===== config.mk =====
export PLATFORM = sky130hd
export DESIGN_NAME = bilstm_fifo_wr_arbiter
export DESIGN_NICKNAME = d
export VERILOG_FILES = /design/src/rtl/bilstm_fifo_wr_arbiter.sv
export SDC_FILE = /design/constraint.sdc
export NUM_CORES = 1
export LEC_CHECK = 0
export CORE_MARGIN = 8
export CORE_UTILIZATION = 33
export CTS_CLUSTER_DIAMETER = 80
export CTS_CLUSTER_SIZE = 40
export DETAILED_ROUTE_END_ITERATION = 6
export PLACE_DENSITY = 0.88
export SLEW_MARGIN = 0
export SYNTH_ARGS = -nofsm -noshare
export SYNTH_HDL_FRONTEND = slang
export SYNTH_SLANG_ARGS = --single-unit

===== constraint.sdc =====
create_clock -name clk -period 4.8 [get_ports clk]
set_clock_uncertainty 0.2 [all_clocks]
set_input_delay 0.96 -clock clk [delete_from_list [all_inputs] [get_ports clk]]
set_output_delay 0.96 -clock clk [all_outputs]
set_load 0.02 [all_outputs]

===== src/rtl/bilstm_fifo_wr_arbiter.sv =====
// Write-side arbiter sharing one FIFO between the forward and backward BiLSTM cells; whole-vector
// grants, round-robin on ties. Optional sticky error checker under BILSTM_ARB_ERR_CHECK_EN.
module bilstm_fifo_wr_arbiter #(
  parameter int unsigned DATA_WIDTH = 32,
  parameter int unsigned BURST_LEN  = 8,
  localparam int unsigned CNT_W     = $clog2(BURST_LEN + 1)
) (
  input  logic                         clk,
  input  logic                         rst,
  input  logic                         fwd_valid,
  input  logic signed [DATA_WIDTH-1:0] fwd_data,
  output logic                         fwd_ready,
  input  logic                         bwd_valid,
  input  logic signed [DATA_WIDTH-1:0] bwd_data,
  output logic                         bwd_ready,
  input  logic                         fifo_full,
  input  logic                         fifo_wr_ack,
  input  logic                         fifo_overflow,
  output logic                         fifo_wr_en,
  output logic signed [DATA_WIDTH-1:0] fifo_data_in,
  output logic                         active_dir,
  output logic                         busy,
  output logic [CNT_W-1:0]             burst_cnt,
  output logic                         burst_done,
  output logic                         burst_dir,
  output logic                         err
);

  localparam logic [CNT_W-1:0] LastCnt = CNT_W'(BURST_LEN - 1);

  typedef enum logic [1:0] {StIdle, StGrantFwd, StGrantBwd} state_e;

  state_e           state_q, state_d;
  logic             last_dir_q, last_dir_d;
  logic [CNT_W-1:0] cnt_q, cnt_d;
  logic             done_q, done_d;
  logic             bdir_q, bdir_d;

  logic cur_dir, grant_valid, other_valid, win_dir;

  assign cur_dir     = (state_q == StGrantBwd);
  assign grant_valid = cur_dir ? bwd_valid : fwd_valid;
  assign other_valid = cur_dir ? fwd_valid : bwd_valid;

  always_ff @(posedge clk) begin
    if (rst) begin
      state_q    <= StIdle;
      last_dir_q <= 1'b1;
      cnt_q      <= '0;
      done_q     <= 1'b0;
      bdir_q     <= 1'b0;
    end else begin
      state_q    <= state_d;
      last_dir_q <= last_dir_d;
      cnt_q      <= cnt_d;
      done_q     <= done_d;
      bdir_q     <= bdir_d;
    end
  end

  always_comb begin
    state_d    = state_q;
    last_dir_d = last_dir_q;
    cnt_d      = cnt_q;
    done_d     = 1'b0;
    bdir_d     = bdir_q;
    win_dir    = (fwd_valid && bwd_valid) ? !last_dir_q : bwd_valid;
    unique case (state_q)
      StIdle: begin
        if (fwd_valid || bwd_valid) begin
          state_d    = win_dir ? StGrantBwd : StGrantFwd;
          last_dir_d = win_dir;
          cnt_d      = '0;
        end
      end
      StGrantFwd, StGrantBwd: begin
        if (fifo_wr_en) begin
          if (cnt_q == LastCnt) begin
            done_d = 1'b1;
            bdir_d = cur_dir;
            cnt_d  = '0;
            // Hand over to the other side first so a waiting direction is never starved.
            if (other_valid) begin
              state_d    = cur_dir ? StGrantFwd : StGrantBwd;
              last_dir_d = !cur_dir;
            end else if (grant_valid) begin
              last_dir_d = cur_dir;
            end else begin
              state_d = StIdle;
            end
          end else begin
            cnt_d = cnt_q + 1'b1;
          end
        end
      end
      default: state_d = StIdle;
    endcase
  end

  always_comb begin
    fwd_ready    = !rst && (state_q == StGrantFwd) && !fifo_full;
    bwd_ready    = !rst && (state_q == StGrantBwd) && !fifo_full;
    fifo_wr_en   = !rst && (state_q != StIdle) && grant_valid && !fifo_full;
    fifo_data_in = '0;
    if (!rst && state_q != StIdle) begin
      fifo_data_in = cur_dir ? bwd_data : fwd_data;
    end
  end

  assign busy       = (state_q != StIdle);
  assign active_dir = cur_dir;
  assign burst_cnt  = cnt_q;
  assign burst_done = done_q;
  assign burst_dir  = bdir_q;

`ifdef BILSTM_ARB_ERR_CHECK_EN
  logic wr_en_q, err_q;

  always_ff @(posedge clk) begin
    if (rst) begin
      wr_en_q <= 1'b0;
      err_q   <= 1'b0;
    end else begin
      wr_en_q <= fifo_wr_en;
      err_q   <= err_q || fifo_overflow || (wr_en_q && !fifo_wr_ack);
    end
  end

  assign err = err_q;
`else
  logic unused_err_inputs;
  assign unused_err_inputs = fifo_wr_ack ^ fifo_overflow;
  assign err = 1'b0;
`endif

endmodule


==> results of run 1 <==
-- stage by stage --
stage	setup slack [ns]	util, %	std cells
final	0.705	65.6	305
after global routing	0.622	65.6	305
after CTS	0.706	65.6	305
after detailed placement	0.706	64.9	301
after global placement	0.726	64.9	301
after floorplan	1.78	-	153
-- layer usage --
metal | up-vias | GRT usage [%]
li1 | 749 | -
met1 | 672 | 15.0
met2 | 71 | 28.8
met3 | 7 | 9.79
met4 | 0 | 4.23
met5 | - | 0
-- cells in the mapped netlist, drive strengths merged --
master   n  area (µm²)
nor2    41         154
mux2i   35         363
dfxtp    9         180
clkbuf   8        32.5
ha       6        75.1
buf      5        30.0
inv      5        18.8
a21oi    4        20.0
o21ai    4        20.0
a31oi    3        18.8
nand3b   3        22.5
nor3b    3        27.5
or2      3        18.8
a311oi   2        17.5
mux2     2        22.5
nand2b   2        12.5
nand3    2        10.0
nor3     2        10.0
nor4     2        42.5
a211oi   1        7.51
a21boi   1        7.51
a21o     1        7.51
a22o     1        8.76
a32o     1        10.0
a32oi    1        8.76
and3     1        6.26
and4b    1        10.0
conb     1        3.75
nand4    1        6.26
o221a    1        11.3
or3      1        11.3
-- sequential cells by signal (all words and copies together) (netlist names) --
signal	cells
last_dir_q	1
state_q	2
burst_dir	1
burst_cnt	4
burst_done	1
-- worst paths after layout --
check	endpoint	from	slack, ns
worst max-delay path	fifo_wr_en	rst	0.71
worst max register to register	state_q[1]	state_q[0]	2.32
worst min register to register	burst_dir	burst_dir	0.29
worst min-delay path	burst_dir	burst_dir	0.29
-- critical path, cell delays in order --
cell             delay (ns)
clkdlybuf4s50_1        0.46
buf_4                  0.20
or3_4                  0.41
nor2_1                 0.24
clkdlybuf4s50_1        0.66
-- report_power, final --
group | switching [µW] | total (µW) | internal, µW
logic | 388 | 732 | 344
registers | 10.5 | 96.3 | 85.8
clock network | 29.1 | 61.3 | 32.2
total | 428 | 889 | 462
-- layout make-up --
cell class / instances / area, µm² / share of cell area [%]
Timing Repair Buffer: 113 / 1130 / 48.0
Clock buffer: 4 / 26.3 / 1.12
Multi-Input combinational cell: 126 / 936 / 39.9
Sequential cell: 9 / 180 / 7.68
Inverter: 5 / 18.8 / 0.800
Tap cell: 48 / 60.1 / 2.56
-- cell usage in the layout (no fill, tap or decap), types with 2 or more instances in the layout --
master,instances
nand2b_1,2
a21oi_1,4
dfxtp_1,9
clkbuf_4,3
nor4_4,2
ha_1,5
mux2i_1,34
or2_2,2
buf_4,2
nor3_1,2
clkdlybuf4s50_1,111
a311oi_1,2
nor2_1,41
nand3b_1,3
mux2_2,2
inv_1,5
o21ai_0,4
nor3b_1,2
nand3_1,2
a31oi_1,3
-- cell families after synthesis --
family                   Yosys count
AND/OR/NAND/NOR                   62
multiplexers                      37
AO/OA/AOI/OAI                     20
buffers and inverters             18
flip-flops                         9
adder cells (fa/ha/maj)            6
other                              1
==> results.yml, run 1 <==
status:
  outcome: "complete, no violations"
placement:
  dp_hpwl_um: 4090
  placed_cell_area_um2: 2320
  port_buffers: 111
  place_congestion: 0.845
sta:
  slew_headroom_pct: 48.8
  tightest_slew_ns: 0.769
  rsz0062_at_grt: "false"
  fin_setup_tns_ns: 0
  slew_viol_final: 0
  fin_worst_hold_slack_ns: 0.295
  fin_crit_sh_pct: 85.3
  setup_viol: 0
  final.min_clock_period_ns: 4.09
  max_clock_freq_mhz: 244
  hold_viol: 0
floorplanning:
  dieWidth_um: 76.2
  die_area_um2: 5800
  die_y_um: 76.2
  start_util_pct: 33.4
  core-area_um2: 3580
  num_rows: 22
  boundaryPins: 115
clock_network:
  clock_latency_ns: 0.27
  cts_tree: "done"
  clkSinkCount: 9
  path_clk_slew_ns: 0.06
  cts_buffers: 3
  htree_num_levels: 1
  cts_resized: 0
  root_buffer: "clkbuf_4"
  hold_buffers: 0
  postCtsSetupBuffers: 0
  cts_buffer_depth: 2
critical_path:
  cp.required_ns: 3.64
  path_class: "input port to primary output"
  critPathLaunchType: "input port"
  path_max_fanout: 12
  worstPathArrival_ns: 2.93
  worstSetupEndpointType: "primary output"
  r2r_cells: 6
routing:
  routed_wl_um: 4830
  dr_total_vias: 1499
  drcViolationCount: 0
  viasPerCell: 4.91
  first_pass_iters: 4
  met2_length_um: 2470
  drt-met1-wl_um: 1600
  top_layer: "met4"
  drt-initial-drc-count: 82
  wl_met3_um: 691
  drtAntennaViolNets: 0
  avgRoutedWirePerCell_um: 15.8
finish:
  syn_to_final_growth_pct: 96.4
  fin_nets: 335
  fillCellCount: 301
  design_area_um2: 2350
  antenna_cells: 0
  layout-drive-gt1-share_pct: 6.23
logic_synthesis:
  synthAdderAreaFrac_pct: 6.28
  avgSynthCellArea_um2: 7.81
  synth_warnings: 0
  synthCells: 153
  ys_seq_elements: 9
  synth-simple-area-share_pct: 27.7
  synth_top_family_by_area: "multiplexers"
  mappedNetlistArea_um2: 1190
  synth_mux_area_share_pct: 32.3
  synth_fp_nets: 230
  synth_compound_area_share_pct: 11.5
  yosysSeqAreaShare_pct: 15.1
  synth.distinct_cells: 36
  synth-xor-area-share_pct: 0
global_routing:
  grt_first_pass_wirelength_um: 7800
  grt_pass1_vias: 1586
  antenna_found_initial: 0
  grt_max_degree: 33
  overflow: 0
  grt_usage_pct: 16.1
min_path:
  whs_path_depth: 2
  hold_class: "flip-flop to flip-flop"
power_and_ir_drop:
  p_per_area_nw_per_um2: 379
  power_uw: 889
  ir_drop_uv: 153
  leakage_uw: 0.000821
job:
  maxCapViolCount: 0
Power figures use the tool's default switching activity.
==> inputs of run 2 (changes only) <==
--- a/config.mk
+++ b/config.mk
@@ -5,6 +5,7 @@
 export SDC_FILE = /design/constraint.sdc
 export NUM_CORES = 1
 export LEC_CHECK = 0
+export ABC_CLOCK_PERIOD_IN_PS = 4800
 export CORE_MARGIN = 8
 export CORE_UTILIZATION = 33
 export CTS_CLUSTER_DIAMETER = 80
==> results of run 2 <==
No change in the layout: final DEF, timing and power equal those of run 1.
==> inputs of run 3 (changes only) <==
--- a/config.mk
+++ b/config.mk
@@ -6,6 +6,7 @@
 export NUM_CORES = 1
 export LEC_CHECK = 0
 export ABC_CLOCK_PERIOD_IN_PS = 4800
+export CAP_MARGIN = 20
 export CORE_MARGIN = 8
 export CORE_UTILIZATION = 33
 export CTS_CLUSTER_DIAMETER = 80
==> results of run 3 <==
No change in the layout: final DEF, timing and power equal those of run 1.
